`src/rtl/riscv_ctrl_pkg.sv`:
```
// Shared types for the RV32I control path: FSM states, opcodes,
// and the datapath select encodings driven by the control FSM.
package riscv_ctrl_pkg;

  typedef enum logic [3:0] {
    S_FETCH,
    S_DECODE,
    S_MEMADR,
    S_MEMREAD,
    S_MEMWB,
    S_MEMWRITE,
    S_EXECR,
    S_EXECI,
    S_ALUWB,
    S_BEQ,
    S_JAL,
    S_TRAP,
    S_LUI,
    S_AUIPC
  } state_t;

  localparam logic [6:0] OP_LOAD   = 7'b0000011;
  localparam logic [6:0] OP_STORE  = 7'b0100011;
  localparam logic [6:0] OP_RTYPE  = 7'b0110011;
  localparam logic [6:0] OP_ITYPE  = 7'b0010011;
  localparam logic [6:0] OP_BRANCH = 7'b1100011;
  localparam logic [6:0] OP_JAL    = 7'b1101111;
  localparam logic [6:0] OP_LUI    = 7'b0110111;
  localparam logic [6:0] OP_AUIPC  = 7'b0010111;

  localparam logic [1:0] RES_ALUOUT = 2'b00;
  localparam logic [1:0] RES_DATA   = 2'b01;
  localparam logic [1:0] RES_ALURES = 2'b10;

  localparam logic [1:0] SRCA_PC    = 2'b00;
  localparam logic [1:0] SRCA_OLDPC = 2'b01;
  localparam logic [1:0] SRCA_RD1   = 2'b10;
  localparam logic [1:0] SRCA_ZERO  = 2'b11;

  localparam logic [1:0] SRCB_RD2  = 2'b00;
  localparam logic [1:0] SRCB_IMM  = 2'b01;
  localparam logic [1:0] SRCB_FOUR = 2'b10;

  localparam logic [1:0] ALU_ADD   = 2'b00;
  localparam logic [1:0] ALU_SUB   = 2'b01;
  localparam logic [1:0] ALU_FUNCT = 2'b10;

  localparam logic [2:0] IMM_I = 3'b000;
  localparam logic [2:0] IMM_S = 3'b001;
  localparam logic [2:0] IMM_B = 3'b010;
  localparam logic [2:0] IMM_J = 3'b011;
  localparam logic [2:0] IMM_U = 3'b100;

  // States that hold mem_req and may stall on mem_ready.
  function automatic logic is_mem_state(input state_t s);
    return (s == S_FETCH) || (s == S_MEMREAD) ||
           (s == S_MEMWRITE);
  endfunction

endpackage

```
`src/rtl/imm_src_dec.sv`:
```
// Combinational opcode -> immediate-format decode, shared with
// the single-cycle core. Ports: op_i (instr[6:0]), imm_src_o.
module imm_src_dec
  import riscv_ctrl_pkg::*;
(
  input  logic [6:0] op_i,
  output logic [2:0] imm_src_o
);

  always_comb begin
    imm_src_o = IMM_I;
    case (op_i)
      OP_LOAD,
      OP_ITYPE:  imm_src_o = IMM_I;
      OP_STORE:  imm_src_o = IMM_S;
      OP_BRANCH: imm_src_o = IMM_B;
      OP_JAL:    imm_src_o = IMM_J;
      OP_LUI,
      OP_AUIPC:  imm_src_o = IMM_U;
      default:   imm_src_o = IMM_I;
    endcase
  end

endmodule

```
`src/rtl/multicycle_ctrl_fsm.sv`:
```
// Multicycle RV32I main control FSM: sequences fetch/decode/execute/
// mem/writeback, drives datapath selects and strobes, stalls on the
// mem_req/mem_ready handshake, traps on illegal opcode or memory
// timeout (sticky illegal/timeout) and counts retired instructions.
// Inputs: clk, reset (sync, active-high), op, mem_ready.
// Outputs: mem_req, PCUpdate, Branch, RegWrite, MemWrite, IRWrite,
// AdrSrc, ResultSrc, ALUSrcA, ALUSrcB, ALUOp, ImmSrc, illegal,
// timeout, instret.
// Optional macro RV_UPPER_IMM_EN adds LUI/AUIPC execute states.
module multicycle_ctrl_fsm
  import riscv_ctrl_pkg::*;
#(
  parameter int unsigned MEM_TIMEOUT = 16,
  parameter int unsigned INSTRET_W   = 32
) (
  input  logic                 clk,
  input  logic                 reset,
  input  logic [6:0]           op,
  input  logic                 mem_ready,
  output logic                 mem_req,
  output logic                 PCUpdate,
  output logic                 Branch,
  output logic                 RegWrite,
  output logic                 MemWrite,
  output logic                 IRWrite,
  output logic                 AdrSrc,
  output logic [1:0]           ResultSrc,
  output logic [1:0]           ALUSrcA,
  output logic [1:0]           ALUSrcB,
  output logic [1:0]           ALUOp,
  output logic [2:0]           ImmSrc,
  output logic                 illegal,
  output logic                 timeout,
  output logic [INSTRET_W-1:0] instret
);

  localparam int unsigned CNT_W =
    (MEM_TIMEOUT > 1) ? $clog2(MEM_TIMEOUT) : 1;
  localparam logic [CNT_W-1:0] CNT_MAX =
    CNT_W'(MEM_TIMEOUT - 1);

  state_t               state_q, state_d;
  logic [CNT_W-1:0]     wait_cnt_q, wait_cnt_d;
  logic                 illegal_q, illegal_d;
  logic                 timeout_q, timeout_d;
  logic [INSTRET_W-1:0] instret_q, instret_d;
  logic                 mem_wait;

  imm_src_dec u_imm_src_dec (
    .op_i      (op),
    .imm_src_o (ImmSrc)
  );

  always_ff @(posedge clk) begin
    if (reset) begin
      state_q    <= S_FETCH;
      wait_cnt_q <= '0;
      illegal_q  <= 1'b0;
      timeout_q  <= 1'b0;
      instret_q  <= '0;
    end else begin
      state_q    <= state_d;
      wait_cnt_q <= wait_cnt_d;
      illegal_q  <= illegal_d;
      timeout_q  <= timeout_d;
      instret_q  <= instret_d;
    end
  end

  always_comb begin
    state_d    = state_q;
    illegal_d  = illegal_q;
    timeout_d  = timeout_q;
    instret_d  = instret_q;
    mem_wait   = is_mem_state(state_q) && !mem_ready;
    // Non-mem states and completed accesses leave the counter at
    // zero, so entry into a mem state always starts from zero.
    wait_cnt_d = mem_wait ? wait_cnt_q + 1'b1 : '0;
    unique case (state_q)
      S_FETCH: if (mem_ready) state_d = S_DECODE;
      S_DECODE: begin
        case (op)
          OP_LOAD,
          OP_STORE:  state_d = S_MEMADR;
          OP_RTYPE:  state_d = S_EXECR;
          OP_ITYPE:  state_d = S_EXECI;
          OP_BRANCH: state_d = S_BEQ;
          OP_JAL:    state_d = S_JAL;
`ifdef RV_UPPER_IMM_EN
          OP_LUI:    state_d = S_LUI;
          OP_AUIPC:  state_d = S_AUIPC;
`endif
          default: begin
            state_d   = S_TRAP;
            illegal_d = 1'b1;
          end
        endcase
      end
      S_MEMADR:
        state_d = (op == OP_STORE) ? S_MEMWRITE : S_MEMREAD;
      S_MEMREAD: if (mem_ready) state_d = S_MEMWB;
      S_MEMWRITE: begin
        if (mem_ready) begin
          state_d   = S_FETCH;
          instret_d = instret_q + 1'b1;
        end
      end
      S_MEMWB,
      S_ALUWB,
      S_BEQ: begin
        state_d   = S_FETCH;
        instret_d = instret_q + 1'b1;
      end
      S_EXECR,
      S_EXECI,
      S_JAL:   state_d = S_ALUWB;
`ifdef RV_UPPER_IMM_EN
      S_LUI,
      S_AUIPC: state_d = S_ALUWB;
`endif
      S_TRAP:  state_d = S_TRAP;
      default: state_d = S_TRAP;
    endcase
    // A completing access in the last allowed cycle wins.
    if (mem_wait && (wait_cnt_q == CNT_MAX)) begin
      state_d   = S_TRAP;
      timeout_d = 1'b1;
    end
  end

  always_comb begin
    mem_req   = 1'b0;
    PCUpdate  = 1'b0;
    Branch    = 1'b0;
    RegWrite  = 1'b0;
    MemWrite  = 1'b0;
    IRWrite   = 1'b0;
    AdrSrc    = 1'b0;
    ResultSrc = RES_ALUOUT;
    ALUSrcA   = SRCA_PC;
    ALUSrcB   = SRCB_RD2;
    ALUOp     = ALU_ADD;
    unique case (state_q)
      S_FETCH: begin
        mem_req   = 1'b1;
        ALUSrcB   = SRCB_FOUR;
        ResultSrc = RES_ALURES;
        IRWrite   = mem_ready;
        PCUpdate  = mem_ready;
      end
      S_DECODE: begin
        ALUSrcA = SRCA_OLDPC;
        ALUSrcB = SRCB_IMM;
      end
      S_MEMADR: begin
        ALUSrcA = SRCA_RD1;
        ALUSrcB = SRCB_IMM;
      end
      S_MEMREAD: begin
        mem_req = 1'b1;
        AdrSrc  = 1'b1;
      end
      S_MEMWB: begin
        ResultSrc = RES_DATA;
        RegWrite  = 1'b1;
      end
      S_MEMWRITE: begin
        mem_req  = 1'b1;
        AdrSrc   = 1'b1;
        MemWrite = mem_ready;
      end
      S_EXECR: begin
        ALUSrcA = SRCA_RD1;
        ALUOp   = ALU_FUNCT;
      end
      S_EXECI: begin
        ALUSrcA = SRCA_RD1;
        ALUSrcB = SRCB_IMM;
        ALUOp   = ALU_FUNCT;
      end
      S_ALUWB: RegWrite = 1'b1;
      S_BEQ: begin
        ALUSrcA = SRCA_RD1;
        ALUOp   = ALU_SUB;
        Branch  = 1'b1;
      end
      S_JAL: begin
        ALUSrcA  = SRCA_OLDPC;
        ALUSrcB  = SRCB_FOUR;
        PCUpdate = 1'b1;
      end
`ifdef RV_UPPER_IMM_EN
      S_LUI: begin
        ALUSrcA = SRCA_ZERO;
        ALUSrcB = SRCB_IMM;
      end
      S_AUIPC: begin
        ALUSrcA = SRCA_OLDPC;
        ALUSrcB = SRCB_IMM;
      end
`endif
      default: ;
    endcase
    // The state register is still pre-reset here; suppress strobes.
    if (reset) begin
      mem_req  = 1'b0;
      PCUpdate = 1'b0;
      Branch   = 1'b0;
      RegWrite = 1'b0;
      MemWrite = 1'b0;
      IRWrite  = 1'b0;
    end
  end

  assign illegal = illegal_q;
  assign timeout = timeout_q;
  assign instret = instret_q;

endmodule

```
`config.mk`:
```
export PLATFORM = sky130hd
export DESIGN_NAME = multicycle_ctrl_fsm
export DESIGN_NICKNAME = d
export VERILOG_FILES = /design/src/rtl/riscv_ctrl_pkg.sv /design/src/rtl/imm_src_dec.sv /design/src/rtl/multicycle_ctrl_fsm.sv
export SDC_FILE = /design/constraint.sdc
export NUM_CORES = 1
export LEC_CHECK = 0
export ABC_AREA = 1
export CAP_MARGIN = 20
export CORE_ASPECT_RATIO = 1.4
export CORE_MARGIN = 3
export CORE_UTILIZATION = 55
export CTS_BUF_LIST = sky130_fd_sc_hd__clkbuf_2 sky130_fd_sc_hd__clkbuf_4 sky130_fd_sc_hd__clkbuf_8
export CTS_CLUSTER_DIAMETER = 150
export DETAILED_ROUTE_END_ITERATION = 10
export MAX_ROUTING_LAYER = met4
export PLACE_DENSITY = 0.87
export SLEW_MARGIN = 20
export SYNTH_ARGS = -nofsm -noshare
export SYNTH_HDL_FRONTEND = slang
export SYNTH_SLANG_ARGS = --single-unit
export TNS_END_PERCENT = 20
```
`constraint.sdc`:
```
create_clock -name clk -period 4.6 [get_ports clk]
set_clock_uncertainty 0.1 [all_clocks]
set_input_delay 0.92 -clock clk [delete_from_list [all_inputs] [get_ports clk]]
set_output_delay 0.92 -clock clk [all_outputs]
set_load 0.005 [all_outputs]
```
==> flow_metrics.py <==
metrics = {
    "power_and_ir_drop": {
        "p_leak_nw": 1.335,
        "finalPower_mw": 1.082,
        "p_per_area_mw_per_mm2": 316.0,
        "peakVddDrop_mv": 0.3915,
    },
    "detailed_routing": {
        "wirelength_um": 7193,
        "drt-initial-drc-count": 181,
        "wire_per_inst_um": 12.32,
        "vias": 3016,
        "ant_nets": 0,
        "drt_drc_violations_left": 0,
        "first_pass_iters": 7,
        "vias_per_cell": 5.164,
    },
    "worst_setup_path": {
        "worstSetupPathType": "primary input to primary output",
        "worstPathMaxFanout": 18,
        "crit_arrival_ns": 2.54,
        "setup.worst_path.end_class": "primary output",
        "crit_start": "reset",
        "r2r_slack_ns": 2.63,
        "ff2ff_path_depth": 8,
        "critPathLaunchType": "primary input",
        "regToRegStartpoint": "state_q[1]$_SDFFE_PP0P_",
        "timing.rr.end": "instret[13]$_SDFFE_PP0P_",
        "crit_required_ns": 3.58,
    },
    "cts": {
        "clkSlewWorstSetupHoldPaths_ns": 0.08,
        "clockRootBuffer": "clkbuf_8",
        "hold_buffers": 0,
        "cts_inserted_buffers": 5,
        "clockBufferDepth": 2,
        "cts_num_sinks": 42,
        "cts_tree": "built",
        "post_cts_resized": 0,
        "htreeDepth": 2,
        "clock_latency_ns": 0.30,
        "post-cts-setup-buffers": 0,
    },
    "global_route": {
        "grt_max_degree": 44,
        "grt_pass1_vias": 2888,
        "grt.overflow.total": 0,
        "grt_usage": 0.2764,
        "antenna_found_initial": 0,
        "grt_first_pass_wirelength_um": 12140,
    },
    "die": {
        "ios": 62,
        "die_area_mm2": 0.005741,
        "start_util": 0.5797,
        "rows": 29,
        "fp.dieH_um": 88.46,
        "core_area_mm2": 0.004608,
        "die_w_um": 64.90,
    },
    "logic_synthesis": {
        "synth_most_common_cell": "nand2_1",
        "synth_cells": 461,
        "ys_async_sr_fraction": 0,
        "yosysTopAreaCell": "dfxtp_1",
        "synth_seq_cells": 42,
        "synth-edff-count": 0,
        "synth.distinct_cells": 27,
        "synth.avg_cell_area_um2": 5.795,
        "synth-main-ff-cell": "dfxtp_1",
        "ys_seq_area_frac": 0.3148,
        "syn_area_mm2": 0.002671,
        "synth.area.top_cells": "dfxtp_1, nand2_1, nor2_1",
        "syn_nets": 473,
        "synth.top_cell.area_share": 0.3148,
        "ys_warn_count": 0,
        "ys_top_cells_by_count": "nand2_1, nor2_1, inv_1, dfxtp_1, a21oi_1",
    },
    "min_path": {
        "holdPathEnd": "timeout$_SDFFE_PP0P_",
        "hold_path_depth": 2,
        "hp-start": "timeout$_SDFFE_PP0P_",
        "hp-class": "register to register",
    },
    "sta": {
        "finalCritPeriodShare": 0.7750,
        "drv_slew": 0,
        "rsz0062_at_grt": "no",
        "min_period_ns": 3.565,
        "tightest_slew_ns": 0.5725,
        "max_freq_mhz": 280.5,
        "hold_viol": 0,
        "tns_ns": 0,
        "slew_headroom": 0.6179,
        "finalSetupViolCount": 0,
    },
    "placed_design": {
        "finalWeightedCongestion": 1.006,
        "io_buffers": 61,
        "hpwlAfterDp_um": 5556,
    },
    "cells_and_area": {
        "nets": 533,
        "diodes": 0,
        "area_growth_pct": 28.20,
        "drive_gt1_frac": 0.05172,
    },
    "run": {
        "drv_cap": 0,
    },
    "run_status": {
        "outcome": "complete, no violations",
    },
}
==> report_power, final <==
part	internal [mW]	switching (mW)
logic	0.159	0.230
clock network	0.152	0.130
registers	0.386	0.0249
total	0.697	0.385
==> worst max path at each step <==
stage | end | slack, ns | cells after the start
2_1_floorplan | Branch | 2.02 | 3
3_3_place_gp | Branch | 1.05 | 4
3_5_place_dp | Branch | 1.05 | 4
4_1_cts | Branch | 1.04 | 4
5_1_grt | Branch | 0.95 | 4
6_report | Branch | 1.04 | 4
==> cells in the final DEF, fill, tap and decap left out <==
cell type	count
nand2_1	161
nor2_1	84
clkdlybuf4s50_1	61
inv_1	58
dfxtp_1	42
a21oi_1	28
nand3_1	27
clkbuf_8	8
o21ai_0	7
nor2_2	7
xor2_1	7
nand4_1	6
nor3_1	5
nand2_2	4
inv_2	2
nand3_2	2
a31oi_1	2
o21ai_1	2
ha_1	2
o211ai_1	1
nand3_4	1
nor2_4	1
o21bai_2	1
o21bai_1	1
nor3b_1	1
buf_4	1
==> layout make-up <==
type,count,area [um2]
multi-input cells,350,1553
fillers,406,1184
flip-flops and latches,42,840.8
repair buffers,62,618.1
inverters,60,225.2
clock buffers,8,110.1
well taps,62,77.57
==> critical path: stages <==
cell             delay (ns)
clkdlybuf4s50_1        0.77
buf_4                  0.33
nor2_1                 0.07
clkdlybuf4s50_1        0.45
==> kinds of logic after synthesis <==
family	share of synthesized area
DFF	0.3148
adders and majority gates	0.009366
buffers and inverters	0.1040
and+or+nand+nor	0.4651
xor gates and xnor gates	0.02295
AOI/OAI and AO/OA	0.08384
==> routing by layer <==
| metal | global-route usage | vias to the layer above | share of wire |
|---|---|---|---|
| met3 | 0.03431 | 23 | 0.043 |
| met4 | 0.1519 | 0 | 0.044 |
| met2 | 0.4963 | 92 | 0.50 |
| met5 | - | - | 0 |
| met1 | 0.2913 | 1349 | 0.41 |
| li1 | - | 1552 | - |
==> state kept, by name (all words and copies together), names as in the netlist <==
register    count
timeout         1
instret        32
wait_cnt_q      4
illegal         1
state_q         4
==> through the flow <==
stage | hold WS, ns | worst slack, ns | cell area, um2 | instances | utilization
3_3_place_gp | 0.3387 | 1.047 | 3314 | 576 | 0.7193
2_1_floorplan | 0.3175 | 2.023 | 2671 | 461 | -
6_report | 0.3523 | 1.035 | 3425 | 584 | 0.7431
4_1_cts | 0.3588 | 1.040 | 3425 | 584 | 0.7431
5_1_grt | 0.3707 | 0.9530 | 3425 | 584 | 0.7431
3_5_place_dp | 0.3463 | 1.052 | 3314 | 576 | 0.7193
Note: power is estimated with default switching activity, not from simulation.
